### src/rtl/fp_mul_pkg.sv
// Shared widths and types for the FP multiply mantissa path.
package fp_mul_pkg;
    localparam int MANT_W = 24;
    localparam int PROD_W = 2 * MANT_W;
    localparam int CNT_W  = 5;

    typedef enum logic [1:0] {IDLE, RUN, DONE} mul_state_e;
    typedef logic [MANT_W-1:0] mant_t;
    typedef logic [PROD_W-1:0] prod_t;
endpackage

### src/rtl/add_24bits.sv
// 24-bit ripple adder with carry in/out, shared by the shift-and-add multiplier.
module add_24bits (
    input  logic [23:0] i_a,
    input  logic [23:0] i_b,
    input  logic        i_carry,
    output logic [23:0] o_sum,
    output logic        o_carry
);
    assign {o_carry, o_sum} = {1'b0, i_a} + {1'b0, i_b} + {24'd0, i_carry};
endmodule

### src/rtl/mant_mul_seq_ctrl.sv
// Sequential 24x24 mantissa multiplier: one shared adder, 24 shift-and-add steps,
// valid/ready on both sides, one operation in flight.
module mant_mul_seq_ctrl
    import fp_mul_pkg::*;
(
    input  logic              i_clk,
    input  logic              i_rst_n,
    input  logic              i_valid,
    output logic              o_ready,
    input  logic [MANT_W-1:0] i_mant_a,
    input  logic [MANT_W-1:0] i_mant_b,
    output logic              o_valid,
    input  logic              i_ready,
    output logic [PROD_W-1:0] o_product,
    output logic              o_busy
);
    mul_state_e       state, next_state;
    mant_t            mcand, hi, lo, sum, addend;
    logic [CNT_W-1:0] cnt;
    logic             c;
    logic             last_iter;
    prod_t            next_hilo;
    prod_t            prod;

    // Multiplier bit 0 selects whether the multiplicand joins the partial sum.
    assign addend    = lo[0] ? mcand : '0;
    assign last_iter = (cnt == CNT_W'(MANT_W - 1));
    assign next_hilo = {c, sum, lo[MANT_W-1:1]};

    add_24bits u_add (
        .i_a     (hi),
        .i_b     (addend),
        .i_carry (1'b0),
        .o_sum   (sum),
        .o_carry (c)
    );

    always_comb begin
        next_state = state;
        case (state)
            IDLE:    if (i_valid) next_state = RUN;
            RUN:     if (last_iter) next_state = DONE;
            DONE:    if (i_ready) next_state = IDLE;
            default: next_state = IDLE;
        endcase
    end

    always_ff @(posedge i_clk or negedge i_rst_n) begin
        if (!i_rst_n) begin
            state <= IDLE;
            mcand <= '0;
            hi    <= '0;
            lo    <= '0;
            cnt   <= '0;
            prod  <= '0;
        end else begin
            state <= next_state;
            case (state)
                IDLE: if (i_valid) begin
                    mcand <= i_mant_a;
                    lo    <= i_mant_b;
                    hi    <= '0;
                    cnt   <= '0;
                end
                RUN: begin
                    {hi, lo} <= next_hilo;
                    cnt      <= cnt + 1'b1;
                    // Product register only moves on entry to DONE so it holds under backpressure.
                    if (last_iter) prod <= next_hilo;
                end
                default: ;
            endcase
        end
    end

    assign o_ready   = (state == IDLE);
    assign o_valid   = (state == DONE);
    assign o_busy    = (state != IDLE);
    assign o_product = prod;
endmodule
### config.mk
export PLATFORM = sky130hd
export DESIGN_NAME = mant_mul_seq_ctrl
export DESIGN_NICKNAME = d
export VERILOG_FILES = /design/src/rtl/fp_mul_pkg.sv /design/src/rtl/add_24bits.sv /design/src/rtl/mant_mul_seq_ctrl.sv
export SDC_FILE = /design/constraint.sdc
export NUM_CORES = 1
export LEC_CHECK = 0
export ABC_AREA = 1
export CAP_MARGIN = 20
export CORE_MARGIN = 2
export CORE_UTILIZATION = 35
export CTS_CLUSTER_DIAMETER = 120
export DETAILED_ROUTE_END_ITERATION = 10
export RECOVER_POWER = 25
export SLEW_MARGIN = 20
export SYNTH_ARGS = -nofsm -noshare
export SYNTH_HDL_FRONTEND = slang
export SYNTH_HIERARCHICAL = 1
export SYNTH_SLANG_ARGS = --single-unit
### constraint.sdc
create_clock -name i_clk -period 3.2 [get_ports i_clk]
set_input_delay 0.8 -clock i_clk [delete_from_list [all_inputs] [get_ports i_clk]]
set_output_delay 0.8 -clock i_clk [all_outputs]
set_load 0.1 [all_outputs]
==> results of run 1 <==
==> cell usage in the layout (no fill, tap or decap), types with 2 or more instances in the layout <==
| cell | synthesis | routed |
|---|---|---|
| buf_12 | 0 | 3 |
| fa_1 | 2 | 2 |
| inv_2 | 2 | 2 |
| a21oi_1 | 12 | 12 |
| inv_1 | 108 | 108 |
| nor2_4 | 2 | 4 |
| clkbuf_16 | 0 | 17 |
| nor2_2 | 8 | 6 |
| nand3b_1 | 2 | 2 |
| clkinv_4 | 0 | 4 |
| nand3_1 | 123 | 122 |
| nor3_1 | 3 | 3 |
| nand2_2 | 10 | 10 |
| nand4_1 | 7 | 7 |
| buf_4 | 1 | 61 |
| dfrtp_1 | 127 | 127 |
| o21ai_0 | 4 | 4 |
| bufinv_16 | 0 | 2 |
| ha_1 | 24 | 24 |
| nor2_1 | 30 | 30 |
| xor2_1 | 10 | 10 |
| nand2_1 | 533 | 533 |
| clkdlybuf4s50_1 | 0 | 50 |
| inv_6 | 0 | 5 |
| clkbuf_1 | 13 | 2 |
==> critical path, delay by kind of cell (launching register included) <==
kind	cells	cell delay [ps]
adders and majority gates	2	940
and+or+nand+nor	10	900
DFF	1	430
AOI/OAI and AO/OA	1	110
buffers and inverters	1	50
==> sequential cells by signal (all words and copies together), names as in the netlist <==
name,flops
o_product,48
hi,24
lo,24
mcand,24
cnt,5
state,2
==> metrics by stage <==
step	power (mW)	util, %	instances	instance area, um^2
2_1_floorplan	7.18	-	1056	7310
3_3_place_gp	8.47	41.6	1399	8470
3_5_place_dp	8.56	41.6	1399	8470
4_1_cts	10.5	44.5	1431	9070
5_1_grt	11.3	44.5	1431	9060
6_report	10.4	44.5	1431	9060
==> report_power, final <==
| group | switching [mW] | internal [mW] |
|---|---|---|
| sequential | 0.479 | 2.34 |
| combinational | 4.21 | 1.46 |
| clock | 0.768 | 1.18 |
==> layer usage <==
layer  vias to the layer above  part of all wire (%)  GRT usage, %
met5                         -                     0             0
met4                         0                  0.59          4.05
met3                         9                   5.7          3.68
met2                       130                    47          31.3
met1                      2955                    46          24.4
li1                       3417                     -             -
==> worst min-delay path by stage <==
stage,startpoint,to,slack (ps),cells past startpoint
3_5_place_dp,mcand[20],mcand[20],460,2
3_3_place_gp,mcand[16],mcand[16],450,2
6_report,o_product[25],o_product[25],470,2
4_1_cts,i_rst_n,o_product[17],380,1
5_1_grt,o_product[38],o_product[38],490,2
2_1_floorplan,mcand[0],mcand[0],440,2
==> cell type report <==
| cell class | count | area (um^2) | share of cell area (%) |
|---|---|---|---|
| Tap cell | 270 | 338 | 3.73 |
| Inverter | 111 | 417 | 4.60 |
| Clock inverter | 13 | 151 | 1.67 |
| Timing Repair Buffer | 115 | 1020 | 11.3 |
| Sequential cell | 127 | 3180 | 35.1 |
| Multi-Input combinational cell | 776 | 3510 | 38.8 |
| Clock buffer | 19 | 443 | 4.89 |
==> cell families after synthesis <==
family,Yosys count,synth area share (%)
flip-flops,127,43.5
XOR/XNOR,11,1.32
AND/OR/NAND/NOR,719,40.3
other,1,0.0513
AO/OA/AOI/OAI,19,1.56
buffers and inverters,153,8.63
adder cells (fa/ha/maj),26,4.66
==> metrics.csv, run 1 <==
metric,value,unit
first drt pass iteration count,4,
Worst path slowest cell,fa_1,
TritonCTS Sinks,127,
setup TNS,0,ps
Post-synth EDFFs,0,
total global routing overflow,0,
Layout Nets,1226,
via-per-instance ratio,4.55,
Die X,148,um
Yosys reg bits,127,
synthesized area,0.00731,mm^2
Starting Density,35.9,%
Area contributors post-synth,"dfrtp_1, nand2_1, nand3_1, inv_1, ha_1",
Num CTS Buffers,17,
Post-CTS Setup Inserts,0,
minimum clock period,2550,ps
"Clk Latency, worst-skew pair",420,ps
cells on worst reg2reg path,14,
Worst VDD drop,0.439,mV
hold_buf cts,0,
Worst Hold Class,reg -> reg,
RR Startpoint,lo[0],
violated checks,"capacitance limit, slew limit",
Worst Clk Skew,8.83,ps
worst hold slack,469,ps
largest net degree at the start of global routing,77,
Die Height,148,um
Crit path top cell by count,nand2_1,
Leak Pwr,5.16,nW
Max Slew Vio Count,40,
routed vias,6511,
Post-synth ARST share,100,%
leading area contributor after synthesis,dfrtp_1,
first-pass GRT wire length,32200,um
crit path DAT,2860,ps
Max Cap Viol,1,
Synth top area share,43.5,%
Post-Syn Nets,1134,
CP endpoint kind,flop,
"top cells by count, synth","nand2_1, dfrtp_1, nand3_1",
DPL Wire Length,13600,um
Core Area,0.0204,mm^2
Tcrit/Tclk final,79.7,%
power per cell area,1150,mW/mm^2
Mapped Cells,1056,
total routed wirelength,19000,um
Setup Viol. Count Final,0,
Fill cells,2133,
clk slew on worst S/H paths,60,ps
IO Pins,103,
FP Rows,52,
root buffer cell,clkbuf_16,
share of layout cells above drive strength 1,10.5,%
H-tree depth,4,
DP Worst Slack,669,ps
Worst Path Required,3510,ps
Placer Congestion,0.930,
Setup crit start,lo[0],
Layout area overhead,24.0,%
total global-route track usage,18.4,%
vias in the first global route,6556,
1st-iter DRT viols,374,
Critical Path End,o_product[39],
cts repair resizes,0,
Routed Antenna Nets,0,
unrepaired setup endpoints after global routing,no,
Max Buffers Root-to-Sink,2,
Critical Path Start Type,flop,
status,"finished, violations left",
kind of critical path,reg -> reg,
worst reg-to-reg setup slack,650,ps
routed len/inst,13.3,um
TritonCTS clock tree,built,
initial antenna violation count,0,
"count leader, synth",nand2_1,
"Distinct cells, synth",29,
f_max,0.392,GHz
Synthesis Warnings,6,
final hold violations,0,
sequential area share after synthesis,43.5,%
RR Endpoint,o_product[39],
Least-Margin Pin Slew,2300,ps
IO Port Bufs,102,
Residual DRC,0,
Max stage delay on crit path,480,ps
crit path max fanout,4,
Final WS setup,649,ps
"Primary FF master, synth",dfrtp_1,
Die ar.,0.0220,mm^2
Post-Syn Area per Cell,6.92,um^2
Max-slew headroom,-53.6,%
worst-path cell chain,nand2_1 > inv_1 > fa_1 > fa_1 > nand2_1 > nand2_1 > nand2_1 > o21ai_2 > nand2_1 > nand2_1 > nand2_1 > nand2_1 > nand3_1 > nand2_1,
# diodes,0,
(Power assumes the default switching activity.)
==> inputs of run 2 (changes only) <==
clock period = 2.4 ns   (was 3.2 ns; I/O delays follow)
==> run 2 against run 1 <==
  * The flow now finishes without violations
  * Clock-buffer cell count shrank 2
  * Die area unchanged
  * Flip-flop and latch count is the same
  * Cell area rose by 2.0%
  * Largest power group unchanged
  * Critical path depth stayed put
  * Core utilization rose by 0.87 points
==> metrics.csv, run 2 (synthesis gave the netlist of run 1 again) <==
metric,value,unit,change
"most common cell after layout, fill and taps aside",nand2_1,,
final hold violations,0,,unchanged
CP endpoint kind,flop,,
Metal-1 WL,9050,um,+2.5%
Routed Antenna Nets,0,,unchanged
first-pass GRT wire length,32600,um,+1.3%
clk slew on worst S/H paths,60,ps,about the same
minimum clock period,2280,ps,-268 ps
Worst VDD drop,0.598,mV,+36%
Worst Clk Skew,10.5,ps,+1.65 ps
Max Slew Vio Count,0,,-100%
Die ar.,0.0220,mm^2,unchanged
initial antenna violation count,0,,unchanged
Fill cells,2125,,-0.38%
Least-Margin Pin Slew,1090,ps,-1210 ps
H-tree depth,4,,unchanged
"Power, Total",14.2,mW,+36%
Max stage delay on crit path,430,ps,-50 ps
Post-CTS Setup Inserts,0,,unchanged
root buffer cell,clkbuf_16,,
Die X,148,um,unchanged
RR Endpoint,o_product[37],,
Worst Path Required,2720,ps,-790 ps
TritonCTS Sinks,127,,unchanged
Num CTS Buffers,17,,unchanged
FP Rows,52,,unchanged
Crit path top cell by count,nand2_1,,
Leak Pwr,5.22,nW,+1.3%
power per cell area,1540,mW/mm^2,+34%
Worst path slowest cell,fa_1,,
Post-Layout Cell Count,1444,,+0.91%
Starting Density,35.9,%,unchanged
f_max,0.438,GHz,+12%
1st-iter DRT viols,411,,+9.9%
total global-route track usage,18.9,%,+0.46 points
placed inst area,0.00860,mm^2,+1.5%
"Non-Filler Cell Area, Final",0.00924,mm^2,+2.0%
status,finished clean,,
crit path DAT,2600,ps,-260 ps
share of layout cells above drive strength 1,12.7,%,+2.2 points
largest net degree at the start of global routing,77,,unchanged
Setup Viol. Count Final,0,,unchanged
max FFs per register,48,,unchanged
Critical Path Start Type,flop,,
placed cell count,1412,,+0.93%
kind of critical path,reg -> reg,,
Layout Nets,1239,,+1.1%
Core Area,0.0204,mm^2,unchanged
vias in the first global route,6659,,+1.6%
RR Startpoint,lo[0],,
routed vias,6712,,+3.1%
Met2 Routed Length,9140,um,+1.9%
Max Buffers Root-to-Sink,2,,unchanged
crit path max fanout,3,,-1
Multi-input gate area,0.00356,mm^2,+1.4%
post-layout util,45.4,%,+0.87 points
Layout area overhead,26.5,%,
IO Pins,103,,unchanged
DPL Wire Length,14100,um,+3.9%
top routing layer in use,met4,,
Max Cap Viol,0,,-1
total routed wirelength,19500,um,+2.9%
Tcrit/Tclk final,95.1,%,+15 points
total global routing overflow,0,,unchanged
"Clk Latency, worst-skew pair",430,ps,about the same
Residual DRC,0,,unchanged
Worst Hold Class,in -> async,,
first drt pass iteration count,5,,+1
routed wl met3,961,um,-11%
Die Height,148,um,unchanged
Max-slew headroom,27.0,%,+81 points
# diodes,0,,unchanged
Placer Congestion,0.889,,-4.4%
via-per-instance ratio,4.65,,+2.2%
worst-path cell chain,nand2_1 > inv_1 > fa_1 > fa_2 > nand2_1 > nand2_1 > nand3_1 > nand2_1 > nand3_1 > nand2_1 > nand2_1 > nand2_1 > nand3_1 > nand2_1,,
IO Port Bufs,102,,unchanged
"commonest non-fill, non-tap cells in the layout","nand2_1, dfrtp_1, nand3_1",,
Sequential Area,0.00318,mm^2,unchanged
routed len/inst,13.5,um,+1.9%
TritonCTS clock tree,built,,
worst reg-to-reg setup slack,120,ps,-530 ps
cells on worst reg2reg path,14,,unchanged
-- run 2: cell count changes in the layout (fill, tap and decap cells not counted), sizes merged --
cell	before	now
clkinv	6	2
inv	115	120
clkinvlp	1	2
clkbuf	20	22
buf	64	73
-- run 2: cell type report --
cell class / instances / area share, %
inverter: 111 / 4.55
clock buffer: 17 / 4.60
sequential: 127 / 34.4
clock inverter: 15 / 2.06
multi-input combinational: 776 / 38.6
tap: 270 / 3.66
timing repair buffer: 128 / 12.2
-- run 2: per-stage QoR --
stage | hold WS, ps | TNS (ps) | worst slack (ps)
floorplan | 304 | 0 | 135
global placement | 455 | 0 | 116
detailed placement | 460 | 0 | 67.5
CTS | 182 | 0 | 10.1
global route | 432 | -1.46 | -1.46
finish | 370 | 0 | 117
-- run 2: layer usage --
layer | global-route usage, % | vias up
met4 | 5.76 | 0
met5 | 0 | -
met3 | 4.60 | 25
li1 | - | 3466
met1 | 25.0 | 3055
met2 | 30.6 | 166
-- run 2: what timing repair did --
item | in CTS | in global routing
setup endpoints to repair | 0 | 25
gates resized for setup | 0 | 16
hold buffers | 0 | 0
-- run 2: worst max-delay path: cells and delay by family, from the launching register on --
kind	cells	cell delay (ps)
AND/OR/NAND/NOR	11	920
adder cells (fa/ha/maj)	2	810
flip-flops	1	410
buffers and inverters	1	50
-- run 2: worst max path at each step --
stage,startpoint,slack [ps],to,cells past startpoint
2_1_floorplan,state[0],140,o_busy,4
3_3_place_gp,lo[0],120,o_product[45],14
3_5_place_dp,lo[0],70,o_product[39],14
4_1_cts,state[1],10,o_busy,3
5_1_grt,lo[0],-1,o_product[37],14
6_report,lo[0],120,o_product[37],14
-- run 2: power breakdown --
group	leakage (nW)	switching, mW	internal, mW	total [mW]
Clock	0.301	1.15	1.59	2.73
Combinational	3.36	5.64	2.05	7.69
Sequential	1.56	0.674	3.12	3.80
==> inputs of run 3 (changes only) <==
ABC_CLOCK_PERIOD_IN_PS = 2400   (was default)
==> results of run 3 <==
The final DEF is identical to that of run 2; final timing and power are the same.
